**src/rtl/lsu_controller.sv**
```systemverilog
// Load/store unit controller: sequences one access at a time to a single-port
// data memory, with alignment checks, a request timeout and load extension.
module lsu_controller #(
   parameter int unsigned TIMEOUT_CYCLES = 255
) (
   input  logic        clk,
   input  logic        rst,
   input  logic        req_valid,
   output logic        req_ready,
   input  logic        req_is_store,
   input  logic [2:0]  req_funct3,
   input  logic [31:0] req_addr,
   input  logic [31:0] req_wdata,
   input  logic [3:0]  req_wmask,
   output logic        resp_valid,
   output logic [31:0] resp_rdata,
   output logic        resp_err,
   output logic        mem_req,
   output logic        mem_we,
   output logic [31:0] mem_addr,
   output logic [31:0] mem_wdata,
   output logic [3:0]  mem_wmask,
   input  logic        mem_ready,
   input  logic [31:0] mem_rdata
);

   typedef enum logic [1:0] {IDLE, ACCESS, RESP, ERR} state_t;

   localparam logic [15:0] TO_LAST = 16'(TIMEOUT_CYCLES - 1);

   state_t      state;
   logic [15:0] cnt;
   logic [2:0]  f3_q;
   logic [1:0]  off_q;
   logic        legal;
   logic [7:0]  byte_sel;
   logic [15:0] half_sel;
   logic [31:0] ext;

   always_comb begin
      legal = 1'b0;
      if (req_is_store) begin
         case (req_funct3)
            3'b000:  legal = (req_wmask != '0);
            3'b001:  legal = (req_wmask != '0) && !req_addr[0];
            3'b010:  legal = (req_wmask != '0) && (req_addr[1:0] == 2'b00);
            default: legal = 1'b0;
         endcase
      end else begin
         case (req_funct3)
            3'b000, 3'b100: legal = 1'b1;
            3'b001, 3'b101: legal = !req_addr[0];
            3'b010:         legal = (req_addr[1:0] == 2'b00);
            default:        legal = 1'b0;
         endcase
      end
   end

   always_comb begin
      case (off_q)
         2'd0:    byte_sel = mem_rdata[7:0];
         2'd1:    byte_sel = mem_rdata[15:8];
         2'd2:    byte_sel = mem_rdata[23:16];
         default: byte_sel = mem_rdata[31:24];
      endcase
      half_sel = off_q[1] ? mem_rdata[31:16] : mem_rdata[15:0];
      case (f3_q)
         3'b000:  ext = {{24{byte_sel[7]}}, byte_sel};
         3'b100:  ext = {24'd0, byte_sel};
         3'b001:  ext = {{16{half_sel[15]}}, half_sel};
         3'b101:  ext = {16'd0, half_sel};
         default: ext = mem_rdata;
      endcase
   end

   always_ff @(posedge clk) begin
      if (rst) begin
         state      <= IDLE;
         req_ready  <= 1'b1;
         resp_valid <= 1'b0;
         resp_rdata <= '0;
         resp_err   <= 1'b0;
         mem_req    <= 1'b0;
         mem_we     <= 1'b0;
         mem_addr   <= '0;
         mem_wdata  <= '0;
         mem_wmask  <= '0;
         cnt        <= '0;
         f3_q       <= '0;
         off_q      <= '0;
      end else begin
         case (state)
            IDLE: begin
               if (req_valid) begin
                  req_ready <= 1'b0;
                  f3_q      <= req_funct3;
                  off_q     <= req_addr[1:0];
                  cnt       <= '0;
                  if (legal) begin
                     state     <= ACCESS;
                     mem_req   <= 1'b1;
                     mem_we    <= req_is_store;
                     mem_addr  <= {req_addr[31:2], 2'b00};
                     mem_wdata <= req_is_store ? req_wdata : '0;
                     mem_wmask <= req_is_store ? req_wmask : '0;
                  end else begin
                     // Illegal requests respond directly without touching memory
                     state      <= ERR;
                     resp_valid <= 1'b1;
                     resp_err   <= 1'b1;
                     resp_rdata <= '0;
                  end
               end
            end
            ACCESS: begin
               if (mem_ready) begin
                  state      <= RESP;
                  mem_req    <= 1'b0;
                  resp_valid <= 1'b1;
                  resp_err   <= 1'b0;
                  resp_rdata <= mem_we ? '0 : ext;
               end else if (cnt == TO_LAST) begin
                  state      <= ERR;
                  mem_req    <= 1'b0;
                  resp_valid <= 1'b1;
                  resp_err   <= 1'b1;
                  resp_rdata <= '0;
               end else begin
                  cnt <= cnt + 16'd1;
               end
            end
            RESP, ERR: begin
               state      <= IDLE;
               req_ready  <= 1'b1;
               resp_valid <= 1'b0;
               resp_err   <= 1'b0;
               resp_rdata <= '0;
            end
            default: state <= IDLE;
         endcase
      end
   end

endmodule

```
**config.mk**
```make
export PLATFORM = sky130hd
export DESIGN_NAME = lsu_controller
export DESIGN_NICKNAME = d
export VERILOG_FILES = /design/src/rtl/lsu_controller.sv
export SDC_FILE = /design/constraint.sdc
export NUM_CORES = 1
export LEC_CHECK = 0
export ABC_AREA = 0
export ABC_CLOCK_PERIOD_IN_PS = 1600
export CAP_MARGIN = 10
export CORE_MARGIN = 2
export CORE_UTILIZATION = 39
export CTS_CLUSTER_SIZE = 40
export DETAILED_ROUTE_END_ITERATION = 10
export MAX_ROUTING_LAYER = met4
export PLACE_DENSITY = 0.76
export SYNTH_ARGS = -nofsm -noshare
export SYNTH_HDL_FRONTEND = slang
export SYNTH_SLANG_ARGS = --single-unit
```
**constraint.sdc**
```tcl
create_clock -name clk -period 1.6 [get_ports clk]
set_input_delay 0.24 -clock clk [delete_from_list [all_inputs] [get_ports clk]]
set_output_delay 0.24 -clock clk [all_outputs]
set_load 0.01 [all_outputs]
```
# Word level (Yosys, flattened, before mapping)
# Index checks and enable logic that the tools add are counted.
# op_classes
addsub	1
mul	0
n_div	0
order_cmp	0
eq_ne	19
shift	0
n_mux	37
bitwise_logic	0
reduce_logical	21
# ops
op	n
$mux 32	6
$pmux 32 s4	1
$pmux 32 s3	1
$mux 16	4
$pmux 16 s2	1
$pmux 8 s3	1
$add 16x1->16 const B	1
$eq 16x8->1 const B	1
$eq 3x3->1 const B	4
$pmux 1 s3	4
$mux 1	11
$ne 2x2->1 const B	5
$mux 2	4
$reduce_and 4->1	2
$eq 2x2->1 const B	3
$eq 3x1->1 const B	2
$logic_not 2->1	3
$logic_not 3->1	2
$pmux 2 s3	1
$reduce_and 2->1	3
$reduce_and 3->1	2
$reduce_or 2->1	3
$eq 2x1->1 const B	2
$mux 4	1
other kinds (7)	10
# totals
reg_bits	126
latch_bits	0
ramBits	0
mem_bits_ro	0
input_bits	108
out_inout_bits	105
wordCells	91
memories	0

# Depth between registers and ports, before layout
# logic_depth
word_depth	7
mapped_depth	8
depth_no_buf	7

# Worst setup path after synthesis
# OpenSTA, ideal clock, no wires.
# synth_path
kind	register to register
startpoint	reg cnt[0]
endpoint	reg resp_rdata[10]
setup_ps	122
arrival_time_ps	1593
required_time_ps	1478
setup_slack_ps	-115
stages_incl_launch_ff	9
n_path_buf	1
period_less_slack_ps	1715
path_cell_list	dfxtp_1 > inv_1 > ha_1 > nor4b_4 > nand4_4 > nand2_2 > a21oi_2 > buf_6 > a221o_1
# synth_via
elab_chain_cells	3
# synth_lines
item	line	rtl
start: declaration	32	logic [15:0] cnt;
start signal: assignment	129	cnt <= cnt + 16'd1;
$eq 16x8->1	122	end else if (cnt == TO_LAST) begin
$ne 3x3->1 (no source line)	--	
$reduce_and 3->1 (no source line)	--	
end signal: assignment	121	resp_rdata <= mem_we ? '0 : ext;
end: declaration	16	output logic [31:0] resp_rdata,
# No other way between the ends.
# A chain may end at the register's enable or synchronous reset.

# Final worst setup path
# layout_path
startpoint	reg cnt[0]
endpoint	reg cnt[3]
# layout_via
elab_chain_cells	4
elab_cells_between_ends	7
classes_between	1 x add/sub; 2 x eq/ne; 3 x mux; 1 x reduce/logical
# layout_lines
item	line	rtl
$add 16x1->16	129	
$mux 16	122	
$mux 16	116	if (mem_ready) begin
$pmux 16 s2	92	case (state)
# Parallel ways exist; a longest one is shown, timed or not. The select of a mux whose other input is x is not followed.

==> flow_metrics.env <==
export IMPL_routed_wirelength_um=18700
export IMPL_worst_slack_ns=-0.181
export IMPL_period_minus_slack_ns=1.78
export IMPL_synth_area_per_cell_um2=8.38
export IMPL_critPathArrivalTime_ns=2.08
export IMPL_numCtsBuffers=17
export IMPL_rsz0062_at_grt="yes"
export IMPL_grt_pass1_vias=5908
export IMPL_detail_route_antenna_nets=0
export IMPL_grt_pass1_wl_um=28900
export IMPL_groute_layer_met2_usage_pct=43.1
export IMPL_fin_crit_sh_pct=111
export IMPL_setup_viol=46
export IMPL_yosys_top_cells_area="dfxtp_1 (48%), nand2_1 (9.7%), a21oi_1 (8.5%), nand3_1 (4.4%), o2bb2ai_1 (3.8%)"
export IMPL_synthCells=630
export IMPL_yosysTopAreaCellShare_pct=47.8
export IMPL_cpPeakStageDelay_ns=0.32
export IMPL_busiest_layer="met2"
export IMPL_rr_startpoint="cnt[0]$_SDFFE_PP0P_"
export IMPL_io_pins=213
export IMPL_comb_power_share_pct=17.8
export IMPL_hold_viol=0
export IMPL_violations="negative setup slack"
export IMPL_grt_usage_pct=25.8
export IMPL_nets=1017
export IMPL_routedWlPerCell_um=17.0
export IMPL_portBuffers=210
export IMPL_required_ns=1.90
export IMPL_htree_levels=4
export IMPL_drc=0
export IMPL_p_per_area_nw_per_um2=919
export IMPL_seqPwrFrac_pct=39.7
export IMPL_postLayoutCellArea_um2=9120
export IMPL_p_int_uw=6210
export IMPL_area_growth_syn_to_layout_pct=72.8
export IMPL_grt_max_degree=46
export IMPL_grt_use_met1_pct=29.4
export IMPL_holdBufCountCts=0
export IMPL_swShare_pct=25.9
export IMPL_num_rows=42
export IMPL_num_vias=5859
export IMPL_hold_path_class="in2reg"
export IMPL_outcome="finished, violations left"
export IMPL_initial_core_util_pct=39.9
export IMPL_crit_start="cnt[0]$_SDFFE_PP0P_"
export IMPL_synth_async_sr_flop_share_pct=0
export IMPL_cts_tree="done"
export IMPL_cts_sinks=126
export IMPL_end_kind="flip-flop"
export IMPL_pwr_share_clk_pct=42.5
export IMPL_path_cells="inv_2, ha_4, nor4b_4, nand4_4, buf_6, buf_4, nand4_1, xor2_1, nor2_1"
export IMPL_reg2reg_depth=9
export IMPL_max_cap_violations=0
export IMPL_fmax_mhz=562
export IMPL_netlist_area_um2=5280
export IMPL_dr_pass1_iters=5
export IMPL_ir_drop_v=0.000629
export IMPL_ctsLongestPathBuffers=2
export IMPL_p_leak_uw=0.00350
export IMPL_regToRegEndpoint="cnt[3]$_SDFFE_PP0P_"
export IMPL_routabilityCongestion=0.847
export IMPL_antenna_found_initial=1
export IMPL_dp_slack_ns=-0.537
export IMPL_worst_path_max_delay_cell="dfxtp_2"
export IMPL_clkTransAtPathRegs_ns=0.06
export IMPL_synth_edf_count=0
export IMPL_fin_hold_ws_ns=0.155
export IMPL_grt_ovfl_total=0
export IMPL_ys_warn_count=0
export IMPL_drive_gt1_share_pct=19.3
export IMPL_drtIter0Drc=381
export IMPL_die_area_um2=14500
export IMPL_slew_viol_final=0
export IMPL_placed_area_um2=8020
export IMPL_critPathMaxFanout=5
export IMPL_rrSetupSlack_ns=-0.18
export IMPL_crit_type="reg2reg"
export IMPL_postLayoutCoreUtil_pct=68.9
export IMPL_ys_seq_area_share_pct=47.8
export IMPL_core_area_um2=13200
export IMPL_synth_cell_types=58
export IMPL_use_met3_pct=7.50
export IMPL_worst_hold_path_num_cells=3
export IMPL_hpwl_um=12100
export IMPL_viasPerCell=5.34
export IMPL_synth_top_cell_by_area="dfxtp_1"
export IMPL_ys_seq_elements=126
export IMPL_fp_dieW_um=120
export IMPL_ys_flop_type="dfxtp_1"
export IMPL_switchingPower_uw=2170
export IMPL_die_h_um=120
export IMPL_fin_worst_skew_ns=0.00687
export IMPL_clk_latency_ns=0.41
export IMPL_start_kind="flip-flop"
export IMPL_cts_root_buf="clkbuf_16"
export IMPL_critPathCapture="cnt[3]$_SDFFE_PP0P_"
[worst min path at each step]
stage	end	slack (ns)	startpoint
floorplan	off_q[1]$_SDFFE_PP0P_	0.37	req_addr[1]
global placement	mem_wdata[16]$_SDFFE_PP0P_	0.44	mem_wdata[16]$_SDFFE_PP0P_
detailed placement	mem_wmask[1]$_SDFFE_PP0P_	0.45	mem_wmask[1]$_SDFFE_PP0P_
CTS	resp_rdata[24]$_SDFFE_PP0P_	0.24	rst
global route	mem_wmask[3]$_SDFFE_PP0P_	0.18	req_wmask[3]
finish	mem_wmask[1]$_SDFFE_PP0P_	0.15	req_wmask[1]
[cells by family after synthesis]
group,Yosys count,share of synthesized area (%)
buf+inv,52,5.00
compound gates,168,20.1
simple gates,270,24.4
mux,6,1.40
flops,126,47.8
xor+xnor,5,0.830
fa+ha+maj,2,0.474
other cells,1,0.0710
[power groups by stage]
| stage | combinational [uW] | sequential (uW) | clock (uW) |
|---|---|---|---|
| after CTS | 1390 | 3330 | 3590 |
| after detailed placement | 1270 | 3390 | 0 |
| after global placement | 1240 | 3390 | 0 |
| final | 1490 | 3330 | 3560 |
| after floorplan | 497 | 3430 | 0 |
| after global routing | 1590 | 3340 | 3740 |
[registers in the layout, indices dropped and copies added, names as in the netlist]
signal and flops:
mem_we 1, off_q 2, f3_q 3, mem_wdata 32
resp_err 1, cnt 16, req_ready 1, resp_valid 1
state 2, mem_req 1, mem_addr 30, mem_wmask 4
resp_rdata 32
[critical path, delay by kind of cell (launching register included)]
kind | cells | cell delay, ns
xor gates and xnor gates | 1 | 0.23
adders and majority gates | 1 | 0.11
buffers and inverters | 3 | 0.38
DFF | 1 | 0.32
and+or+nand+nor | 4 | 0.62
[through the flow]
stage | total power [uW] | cells | TNS, ns
global placement | 4630 | 1040 | -44.56
CTS | 8310 | 1085 | -3.71
global route | 8670 | 1097 | -7.98
detailed placement | 4660 | 1040 | -51.46
floorplan | 3930 | 631 | -0.515
finish | 8380 | 1097 | -3.68
[placed cells by master, fill, tap and decap left out, types with 5 or more instances in the layout]
cell type / instances
a21oi_1: 79
a21oi_2: 10
a31oi_1: 7
buf_12: 10
buf_4: 66
buf_6: 9
clkbuf_16: 20
clkdlybuf4s50_1: 191
clkinv_2: 8
dfxtp_1: 122
dlygate4sd2_1: 8
dlymetal6s2s_1: 10
nand2_1: 134
nand3_1: 42
nor2_1: 37
nor3_1: 9
o21ai_0: 10
o2bb2ai_1: 22
or3_1: 5
xor2_1: 5
[metal layers]
| layer | vias up | part of all wire (%) |
|---|---|---|
| li1 | 2765 | - |
| met1 | 2802 | 40 |
| met2 | 247 | 50 |
| met3 | 45 | 7.7 |
| met4 | 0 | 2.2 |
| met5 | - | 0 |
[synthesized netlist by cell type, drive strengths merged, types with 5 or more instances]
cell / number
or3: 6
o21ai: 15
nor2: 40
nor3: 11
buf: 24
nand3: 46
dfxtp: 126
nand2: 138
a21oi: 92
and3: 5
o2bb2ai: 23
clkbuf: 23
inv: 5
a31oi: 7
xor2: 5
[final cells by class]
| type | count | area (um2) |
|---|---|---|
| Fill cell | 996 | 4120 |
| Timing Repair Buffer | 303 | 3110 |
| Multi-Input combinational cell | 454 | 2700 |
| Sequential cell | 126 | 2530 |
| Clock buffer | 20 | 447 |
| Tap cell | 176 | 220 |
| Clock inverter | 12 | 95.1 |
| Inverter | 5 | 18.8 |
| Antenna cell | 1 | 2.50 |
[what timing repair did]
item,in CTS,in global routing
setup endpoints to repair,107,124
pin swaps,20,33
gates resized for setup,30,44
setup buffers,8,9
gates cloned,5,3
Note: power is estimated with default switching activity, not from simulation.
==> patch: new RTL, same settings <==
Put one more register stage on the output `resp_err`. The value now appears one clock later. The other outputs are not delayed to match.
--- a/src/rtl/lsu_controller.sv
+++ b/src/rtl/lsu_controller.sv
@@ -27,6 +27,8 @@
    typedef enum logic [1:0] {IDLE, ACCESS, RESP, ERR} state_t;
 
    localparam logic [15:0] TO_LAST = 16'(TIMEOUT_CYCLES - 1);
+
+   logic resp_err_s0;
 
    state_t      state;
    logic [15:0] cnt;
@@ -79,7 +81,7 @@
          req_ready  <= 1'b1;
          resp_valid <= 1'b0;
          resp_rdata <= '0;
-         resp_err   <= 1'b0;
+         resp_err_s0 <= 1'b0;
          mem_req    <= 1'b0;
          mem_we     <= 1'b0;
          mem_addr   <= '0;
@@ -107,7 +109,7 @@
                      // Illegal requests respond directly without touching memory
                      state      <= ERR;
                      resp_valid <= 1'b1;
-                     resp_err   <= 1'b1;
+                     resp_err_s0 <= 1'b1;
                      resp_rdata <= '0;
                   end
                end
@@ -117,13 +119,13 @@
                   state      <= RESP;
                   mem_req    <= 1'b0;
                   resp_valid <= 1'b1;
-                  resp_err   <= 1'b0;
+                  resp_err_s0 <= 1'b0;
                   resp_rdata <= mem_we ? '0 : ext;
                end else if (cnt == TO_LAST) begin
                   state      <= ERR;
                   mem_req    <= 1'b0;
                   resp_valid <= 1'b1;
-                  resp_err   <= 1'b1;
+                  resp_err_s0 <= 1'b1;
                   resp_rdata <= '0;
                end else begin
                   cnt <= cnt + 16'd1;
@@ -133,7 +135,7 @@
                state      <= IDLE;
                req_ready  <= 1'b1;
                resp_valid <= 1'b0;
-               resp_err   <= 1'b0;
+               resp_err_s0 <= 1'b0;
                resp_rdata <= '0;
             end
             default: state <= IDLE;
@@ -141,5 +143,9 @@
       end
    end
 
+   always_ff @(posedge clk) begin
+      resp_err <= resp_err_s0;
+   end
+
 endmodule
 
Behaviour: not the same (Yosys sat finds a counterexample within 4 cycles, from zero or initial values and one cycle with rst high).
==> patch against the original RTL <==
- the flow still finishes with violations (setup timing)
- critical path type unchanged
- final cell count shrank 0.27%
- total power rose by 4.6%
- die area increased by 0.37%
- critical endpoint is now resp_rdata[8]
- core utilization up 0.58 points
- non-clock buffer count shrank 4
- wire length is 0.85% lower
- synthesized cell count grew 0.16%
- worst hold slack better by 0.059 ns
- cell area increased by 0.84%
- sequential cell count increased by 1
- setup slack gained 0.0021 ns
- largest power group unchanged
- count of clock-buffer cells in the layout up 5
- area after synthesis grew 0.38%
==> patch: results <==
{
  "violations": "setup timing",
  "synth-adder-area-share_pct": 0.472,
  "globalplace.congestion": 0.862,
  "holdWs_ns": 0.214,
  "grt_util_met2_pct": 40.9,
  "outcome": "finished, violations left",
  "setup_viol": 45,
  "routed-wl-met3_um": 1340,
  "pre_cts_slack_ns": -0.641,
  "seq_area_frac_synth_pct": 48.0,
  "multi_input_area_share_pct": 30.7,
  "fillers": 1001,
  "antenna_found_initial": 2,
  "drive_gt1_share_pct": 19.8,
  "dpl_cell_area_um2": 8030,
  "critical_path.max_fanout": 7,
  "cellLeakagePower_nw": 3.66,
  "skew_ns": 0.00903,
  "antenna_cells": 2,
  "stdcell_count": 1094,
  "hpwlAfterDp_um": 12100,
  "powerDensity_nw_per_um2": 953,
  "ys_top_cells_by_count": "nand2_1 (137), dfxtp_1 (127), a21oi_1 (90)",
  "wl_met1_um": 7430,
  "hold_end": "f3_q[2]",
  "synthMuxAreaShare_pct": 1.39,
  "met3_usage_pct": 7.55,
  "use_met1_pct": 28.0,
  "cpPeakStageDelay_ns": 0.34,
  "cpMaxStageDelayCell": "a221o_1",
  "synth-seq-cells": 127,
  "setup_tns_ns": -5.02,
  "synthTopCellsByArea": "dfxtp_1 (48%), nand2_1 (9.7%), a21oi_1 (8.5%), nand3_1 (4.3%), o2bb2ai_1 (3.8%)",
  "grt_start_max_net_pins": 81,
  "buffer_area_share_pct": 32.4,
  "ir_drop_uv": 725,
  "drt_wl_total_um": 18500,
  "via_count": 5816,
  "layout_setup_ws_ns": -0.179
}
==> patch: cell types whose count changed in the layout (fill, tap and decap cells not counted), moves of 4 or more <==
| cell | before | now |
|---|---|---|
| clkinv_2 | 8 | 3 |
| o2bb2ai_2 | 1 | 20 |
| o2bb2ai_1 | 22 | 1 |
| dlymetal6s2s_1 | 10 | 15 |
| buf_16 | 4 | 0 |
| clkdlybuf4s50_1 | 191 | 183 |
| a21oi_2 | 10 | 6 |
| a21oi_1 | 79 | 84 |
==> patch: worst min-delay path: cells and delay by family <==
family | cells | cell delay [ns]
AOI/OAI and AO/OA | 1 | 0.06
buffers and inverters | 1 | 0.18
and+or+nand+nor | 1 | 0.10
==> patch: what timing repair did <==
action                     CTS  global route
pin swaps                   19            16
hold buffers                 0             0
setup buffers               10             5
cloned                       1             5
setup endpoints to repair  115           105
gates resized for setup     33            52
==> patch: where the power goes <==
group	internal [mW]	switching [mW]
clock network	2.60	1.33
logic	0.777	0.689
registers	3.28	0.0895
